$ cat src/rtl/mul_div_unit.sv
// Iterative MIPS multiply/divide unit holding the architectural HI/LO registers.
// Latency: MULT/DIV family done 34 edges after start; MTHI/MTLO done the cycle after the write.
// Backpressure: start is honoured only in IDLE; while busy, requests are dropped.
module mul_div_unit #(
    parameter int WIDTH = 32
) (
    input  logic             clk,
    input  logic             reset,
    input  logic             start,
    input  logic [5:0]       funct,
    input  logic [WIDTH-1:0] in1,
    input  logic [WIDTH-1:0] in2,
    output logic             busy,
    output logic             done,
    output logic [WIDTH-1:0] hi,
    output logic [WIDTH-1:0] lo
);

    localparam int CW = $clog2(WIDTH);

    localparam logic [5:0] F_MULT  = 6'b011000;
    localparam logic [5:0] F_MULTU = 6'b011001;
    localparam logic [5:0] F_DIV   = 6'b011010;
    localparam logic [5:0] F_DIVU  = 6'b011011;
    localparam logic [5:0] F_MTHI  = 6'b010001;
    localparam logic [5:0] F_MTLO  = 6'b010011;

    typedef enum logic [1:0] {IDLE, MUL, DIV, FIX} state_t;

    state_t              state, next_state;
    logic [CW-1:0]       cnt;
    logic [WIDTH-1:0]    a;       // multiplicand magnitude, or raw dividend for divide-by-zero
    logic [WIDTH-1:0]    b;       // divisor magnitude
    logic [2*WIDTH-1:0]  acc;     // {partial product, multiplier} or {remainder, quotient}
    logic                neg_res;
    logic                neg_rem;
    logic                is_div;
    logic                div0;
    logic                done_r;

    logic                op_mul, op_div, op_mthi, op_mtlo, is_signed;
    logic                last_step;
    logic [WIDTH-1:0]    mag1, mag2;
    logic [WIDTH:0]      msum;
    logic [WIDTH:0]      dshift, ddiff;
    logic [2*WIDTH-1:0]  prod_fix;
    logic [WIDTH-1:0]    quot_fix, rem_fix;

    assign last_step = (cnt == CW'(WIDTH-1));

    always_comb begin
        next_state = state;
        op_mul     = 1'b0;
        op_div     = 1'b0;
        op_mthi    = 1'b0;
        op_mtlo    = 1'b0;
        is_signed  = 1'b0;
        case (state)
            IDLE: begin
                if (start) begin
                    case (funct)
                        F_MULT:  begin op_mul = 1'b1; is_signed = 1'b1; next_state = MUL; end
                        F_MULTU: begin op_mul = 1'b1; next_state = MUL; end
                        F_DIV:   begin op_div = 1'b1; is_signed = 1'b1; next_state = DIV; end
                        F_DIVU:  begin op_div = 1'b1; next_state = DIV; end
                        F_MTHI:  op_mthi = 1'b1;
                        F_MTLO:  op_mtlo = 1'b1;
                        default: ;
                    endcase
                end
            end
            MUL:     if (last_step) next_state = FIX;
            DIV:     if (last_step) next_state = FIX;
            FIX:     next_state = IDLE;
            default: next_state = IDLE;
        endcase
    end

    always_ff @(posedge clk or posedge reset) begin
        if (reset) state <= IDLE;
        else       state <= next_state;
    end

    assign mag1 = (is_signed && in1[WIDTH-1]) ? -in1 : in1;
    assign mag2 = (is_signed && in2[WIDTH-1]) ? -in2 : in2;

    // Shift-add: add multiplicand into the upper half when the multiplier LSB is set.
    assign msum = {1'b0, acc[2*WIDTH-1:WIDTH]} + {1'b0, (acc[0] ? a : {WIDTH{1'b0}})};

    // Restoring divide: remainder < divisor, so the shifted value fits in WIDTH+1 bits.
    assign dshift = {acc[2*WIDTH-1:WIDTH], acc[WIDTH-1]};
    assign ddiff  = dshift - {1'b0, b};

    assign prod_fix = neg_res ? -acc : acc;
    assign quot_fix = neg_res ? -acc[WIDTH-1:0] : acc[WIDTH-1:0];
    assign rem_fix  = neg_rem ? -acc[2*WIDTH-1:WIDTH] : acc[2*WIDTH-1:WIDTH];

    always_ff @(posedge clk or posedge reset) begin
        if (reset) begin
            cnt     <= '0;
            a       <= '0;
            b       <= '0;
            acc     <= '0;
            neg_res <= 1'b0;
            neg_rem <= 1'b0;
            is_div  <= 1'b0;
            div0    <= 1'b0;
            done_r  <= 1'b0;
            hi      <= '0;
            lo      <= '0;
        end else begin
            done_r <= 1'b0;
            if (op_mul || op_div) begin
                cnt     <= '0;
                neg_res <= is_signed & (in1[WIDTH-1] ^ in2[WIDTH-1]);
                neg_rem <= is_signed & in1[WIDTH-1];
                is_div  <= op_div;
                div0    <= (in2 == '0);
                b       <= mag2;
                if (op_mul) begin
                    a   <= mag1;
                    acc <= {{WIDTH{1'b0}}, mag2};
                end else begin
                    a   <= in1;
                    acc <= {{WIDTH{1'b0}}, mag1};
                end
            end
            if (op_mthi) begin
                hi     <= in1;
                done_r <= 1'b1;
            end
            if (op_mtlo) begin
                lo     <= in1;
                done_r <= 1'b1;
            end
            case (state)
                MUL: begin
                    acc <= {msum, acc[WIDTH-1:1]};
                    cnt <= cnt + 1'b1;
                end
                DIV: begin
                    if (ddiff[WIDTH])
                        acc <= {dshift[WIDTH-1:0], acc[WIDTH-2:0], 1'b0};
                    else
                        acc <= {ddiff[WIDTH-1:0], acc[WIDTH-2:0], 1'b1};
                    cnt <= cnt + 1'b1;
                end
                FIX: begin
                    done_r <= 1'b1;
                    if (!is_div) begin
                        hi <= prod_fix[2*WIDTH-1:WIDTH];
                        lo <= prod_fix[WIDTH-1:0];
                    end else if (div0) begin
                        hi <= a;
                        lo <= '1;
                    end else begin
                        hi <= rem_fix;
                        lo <= quot_fix;
                    end
                end
                default: ;
            endcase
        end
    end

    assign busy = (state != IDLE);
    assign done = done_r;

endmodule

$ cat config.mk
export PLATFORM = sky130hd
export DESIGN_NAME = mul_div_unit
export DESIGN_NICKNAME = d
export VERILOG_FILES = /design/src/rtl/mul_div_unit.sv
export SDC_FILE = /design/constraint.sdc
export NUM_CORES = 1
export LEC_CHECK = 0
export ABC_AREA = 1
export ABC_CLOCK_PERIOD_IN_PS = 9200
export BUFFER_PORTS_ARGS = -buffer_cell sky130_fd_sc_hd__buf_2
export CAP_MARGIN = 0
export CORE_MARGIN = 2
export CORE_UTILIZATION = 29
export CTS_CLUSTER_DIAMETER = 80
export CTS_CLUSTER_SIZE = 10
export DETAILED_ROUTE_END_ITERATION = 7
export PLACE_DENSITY = 0.53
export SYNTH_ARGS = -nofsm -noshare
export SYNTH_HDL_FRONTEND = slang
export SYNTH_SLANG_ARGS = --single-unit
export TNS_END_PERCENT = 50
$ cat constraint.sdc
create_clock -name clk -period 9.2 [get_ports clk]
set_input_delay 0.46 -clock clk [delete_from_list [all_inputs] [get_ports clk]]
set_output_delay 0.46 -clock clk [all_outputs]
set_load 0.02 [all_outputs]
### Yosys cells after proc, flatten, opt, wreduce, memory -nomap -nowiden

Index checks and enable logic that the tools add are counted.

| cells by class | value |
|---|---|
| mux-type cells | 43 |
| equal/unequal tests | 13 |
| reduce and logical (&&, ||, !) cells | 15 |
| add/sub/neg operators | 8 |
| bitwise operators | 3 |

Operator list:

| cell | number |
|---|---|
| $mux W32 | 15 |
| $mux W64 | 3 |
| $neg A32 Y32 | 4 |
| $pmux W64 S2 | 1 |
| $neg A64 Y64 | 1 |
| $eq A6 B5 Y1 const B | 6 |
| $add A32 B32 Y33 | 1 |
| $sub A33 B32 Y33 | 1 |
| $logic_not A32 Y1 | 1 |
| $mux W1 | 18 |
| $mux W5 | 2 |
| $reduce_bool A2 Y1 | 4 |
| $reduce_or A2 Y1 | 4 |
| $pmux W2 S3 | 1 |
| $add A5 B1 Y5 const B | 1 |
| $eq A5 B5 Y1 const B | 1 |
| $eq A2 B2 Y1 const B | 2 |
| $mux W2 | 2 |
| $pmux W2 S2 | 1 |
| $ne A3 B3 Y1 const B | 1 |
| $reduce_and A3 Y1 | 1 |
| $reduce_bool A3 Y1 | 1 |
| $and A1 B1 Y1 | 2 |
| $eq A2 B1 Y1 const B | 1 |
| 6 further kinds | 7 |

| storage, ports and cells | value |
|---|---|
| logic and storage cells | 94 |
| bits in registers | 204 |
| output and inout bits | 66 |
| input bits | 73 |

### Logic depth before layout (Yosys ltp)

| depth | value |
|---|---|
| word-level depth | 10 |
| depth in mapped cells | 20 |

### Least setup slack after synthesis

Ideal clock, no wire load.

| timing | value |
|---|---|
| path kind | reg2reg |
| start | register acc[31] |
| end | register acc[38] |
| slack | 6792 ps |
| path buffers | 1 |
| arrival | 2291 ps |
| required time | 9083 ps |
| period minus slack after synthesis | 2408 ps |
| stages on the path, launching flop included | 21 |
| library setup time | 117 ps |
| path through | dfrtp_1 -> clkinv_1 -> ha_1 -> fa_1 -> inv_1 -> nand2_1 -> nand2_1 -> nand3_1 -> nand2_2 -> nand2_1 -> nand2_2 -> nand2_2 -> nand2_4 -> nand2_4 -> nand2_4 -> buf_6 -> nand2_1 -> nand3_1 -> nand2_1 -> nand2_1 -> nand2_1 |

| between the ends | value |
|---|---|
| longest elaborated chain between the ends | 3 |

RTL lines:

| item | RTL line | text |
|---|---|---|
| from (decl) | 34 | `logic [2*WIDTH-1:0] acc;` |
| from (signal assigned) | 122 | `acc <= {{WIDTH{1'b0}}, mag2};` |
| from (signal assigned) | 125 | `acc <= {{WIDTH{1'b0}}, mag1};` |
| from (signal assigned) | 138 | `acc <= {msum, acc[WIDTH-1:1]};` |
| $sub A33 B32 Y33 | 92 | `assign ddiff = dshift - {1'b0, b};` |
| $mux W64 | 142 | `if (ddiff[WIDTH])` |
| $pmux W64 S2 | 136 | `case (state)` |

No other way between the ends.
A chain may end at the register's enable or synchronous reset.

### Final worst setup path

| timing | value |
|---|---|
| start | register state[0] |
| end | register acc[31] |

| between the ends | value |
|---|---|
| longest elaborated chain between the ends | 7 |
| elaborated cells between the ends (all ways) | 15 |
| those cells by class | 2 x eq/ne; 8 x mux; 5 x reduce/logical |

RTL lines:

| item | RTL line | text |
|---|---|---|
| from (decl) | 30 | `state_t state, next_state;` |
| from (signal assigned) | 81 | `else state <= next_state;` |
| $logic_not A2 Y1 | 58 | `case (state)` |
| $mux W1 | 58 |  |
| $logic_and A1 B1 Y1 (on tied branches) | 84, 85 |  |
| $mux W32 (on tied branches) | 84, 85 |  |
| $mux W32 | 120 | `if (op_mul) begin` |
| $mux W64 | 113 | `if (op_mul \|\| op_div) begin` |
| $pmux W64 S2 | 136 |  |

Parallel ways exist; a longest one is shown, timed or not. The select of a mux whose other input is x is not followed.

==> results.md <==
- Top sig layer: met4
- Num ports: approximately 140
- Synth Warn #: 0
- Avg Cell Area, Syn: 5.84 µm²
- IO Port Bufs: between 100 and 150
- Drc violations: 0
- Area fraction in compound gates after synthesis: 0.143
- Mux cell area share after synthesis: 0
- Rows: 97
- Cells after Synth: 3508
- Root Driver: clkbuf_16
- GRT overflow: 0
- GRT Util Overall: 0.261
- Area delta synth->final: 11.0%
- Post-synth ARST share: 1.00
- Final core utilization: 0.325
- Synth unique cells: between 50 and 60
- Core Box Area: between 70000 and 80000 µm²
- CP endpoint kind: flop
- Drt wl/cell: 21.6 µm
- Met2 wire length: 42400 µm
- Total power: 8.09 mW
- Crit path from: state[0]
- Min Tclk post-route: between 3 and 4 ns
- First-pass GRT wire length: 144000 µm
- Comb pwr share: 0.643
- Data arrival time of the critical path: between 4 and 5 ns
- Via density: ~5.2
- Dpl hpwl: just under 80000 µm
- Die H: 270 µm
- Initial Util: 0.293
- Synth Area in Simple Gates: 0.423
- Clk_lat worst skew: between 0.6 and 0.7 ns
- Most common cell in the netlist: nand2_1
- Total number of vias: approximately 24000
- Xor and xnor area share after synthesis: 0.0265
- LEAKAGE: around 12 nW
- Slew @ Worst Pin: between 1 and 1.5 ns
- Cells after DPL: between 4000 and 5000
- Largest fanout on the critical path: 76
- Crit Path Class: flop to flop
- Pre-antenna DRT Iters: 7
- Reg clk slew, reported paths: around 0.060 ns
- Startpoint class of the critical path: flop
- CTS Buf Count: 27
- GP Congestion: 1.01
- Slew HR: 0.226
- Fmax achieved: roughly 250 MHz
- Die width: around 270 µm
- Clk sinks: slightly above 200
- Top cells by area, synth: dfrtp_1, nand2_1, inv_1
- Most instantiated cells after synthesis: nand2_1, inv_1, nor2_1
- Final instance area: about 23000 µm²
- Drt initial violations: ~2600
- Post-synth EDFFs: 0
- Worst IR Drop VDD: ~0.63 mV
- Seq pwr share: 0.234
- Clock power share: 0.123
- Antenna violations before repair: 2
- Area post-placement: between 20000 and 25000 µm²
- Clock skew: roughly 0.035 ns
- Post-synthesis cell area: ~20000 µm²
- Register area share after synthesis: 0.249
- WL final: between 90000 and 100000 µm
- Post-CTS resize count: 0
- Setup TNS: 0 ns
- Hold buffers post-CTS: 0
- Post-CTS setup buffer count: 0
- Power Dens Cells: ~360 nW/µm²
- Outcome: completed
- Largest net degree at the start of global routing: 101
- Syn_nets: 3658
- # fillers: about 8000
- Net count, final: roughly 3700
- Worst Path Required: 9.67 ns
- Final setup violation count: 0
- Final cycle utilization of the critical path: 0.430
- Largest family of logic cells by synthesized area: simple AND/OR/NAND/NOR gates
- Slew Viols, Final: 0
- Die area: 72800 µm²
- Register-to-register setup slack: between 5 and 6 ns
- Post-synth top area cell: dfrtp_1
- Synth Area in Adders: 0.0478
- Sw power: 4.69 mW
- CTS tree: yes
- RSZ-0062 raised after global routing: no
- Synth Register Bits: between 200 and 250
- Final Hold Viols: 0
- Routed wl met3: ~8100 µm
- Post-synth top flop: dfrtp_1
- Met1 WL: 42100 µm
- R2R Path Start: state[0]
- Type of the tightest min-delay check: input pin to async pin
- Power Internal: 3.40 mW
- Vias in the first global route: 21800
- H-tree levels: 1
- Share of cells above drive strength 1: 0.0744
- Max clock buf depth: 3
- Maxcap violations: 0
- Sw frac: 0.580
- Final std cells w/o fill: approximately 4500
- DRT antenna net count: 0
- Synth top area share: 0.249
metal layers:
metal	up-vias	GRT usage
li1	11400	-
met1	11000	0.355
met2	990	0.407
met3	189	0.0453
met4	0	0.107
met5	-	0
worst max-delay path: stages, from the launching register on:
cell and delay (ns):
dfrtp_1 0.38, inv_1 0.10, ha_1 0.23, nand2_1 0.13
inv_1 0.10, nand3_4 0.08, buf_4 0.62, nand2_1 0.80
inv_2 0.33, buf_4 0.58, nor2_1 0.21, nand3_1 0.14
nand2_1 0.08
power by group through the flow:
stage               Sequential [mW]  Combinational [mW]  Clock, mW
floorplan                      1.73                3.48          0
global placement               1.88                5.12          0
detailed placement             1.88                5.12          0
CTS                            1.87                5.14       1.01
global route                   1.92                5.79       1.04
finish                         1.89                5.21      0.996
through the flow:
step | setup slack [ns] | hold WS (ns)
2_1_floorplan | 3.17 | 0.453
3_3_place_gp | 5.30 | 0.467
3_5_place_dp | 5.24 | 0.470
4_1_cts | 5.21 | 0.0596
5_1_grt | 4.85 | 0.0853
6_report | 5.25 | 0.00699
cells by family after synthesis:
kind of cell / count (synthesis)
simple gates: 2077
buf+inv: 585
compound gates: 503
flops: 204
fa+ha+maj: 77
xor+xnor: 62
cell usage in the layout (no fill, tap or decap), types with 18 or more instances in the layout:
cell type,instances
a21oi_1,148
buf_2,138
buf_4,21
clkbuf_16,27
dfrtp_1,202
ha_1,71
inv_1,441
nand2_1,1248
nand3_1,327
nand3b_1,24
nand4_1,32
nor2_1,352
nor3_1,28
o211ai_1,28
o21ai_0,199
o21ai_1,18
o311ai_0,23
xor2_1,53
cell type report:
class,instances,area [µm²],share of cell area
clock buffer,33,708,0.0311
timing repair buffer,159,848,0.0373
tap,940,1180,0.0517
antenna,1,2.50,0.000110
multi-input combinational,2719,13100,0.577
sequential,204,5110,0.225
inverter,456,1720,0.0756
clock inverter,6,58.8,0.00258
registers in the layout (all words and copies together), names as in the netlist:
register	count
cnt	5
done	1
hi	32
neg_rem	1
lo	32
neg_res	1
state	2
acc	64
a	32
is_div	1
div0	1
b	32
path summary, 6_finish.rpt:
check | end | cells after the start
hold / removal | hi[26] | 2
hold reg to reg | lo[8] | 2
max in group asynchronous | neg_res | 4
min in group clk | b[0] | 3
setup / recovery | acc[31] | 12
setup reg to reg | acc[31] | 12
Note: power is estimated with default switching activity, not from simulation.
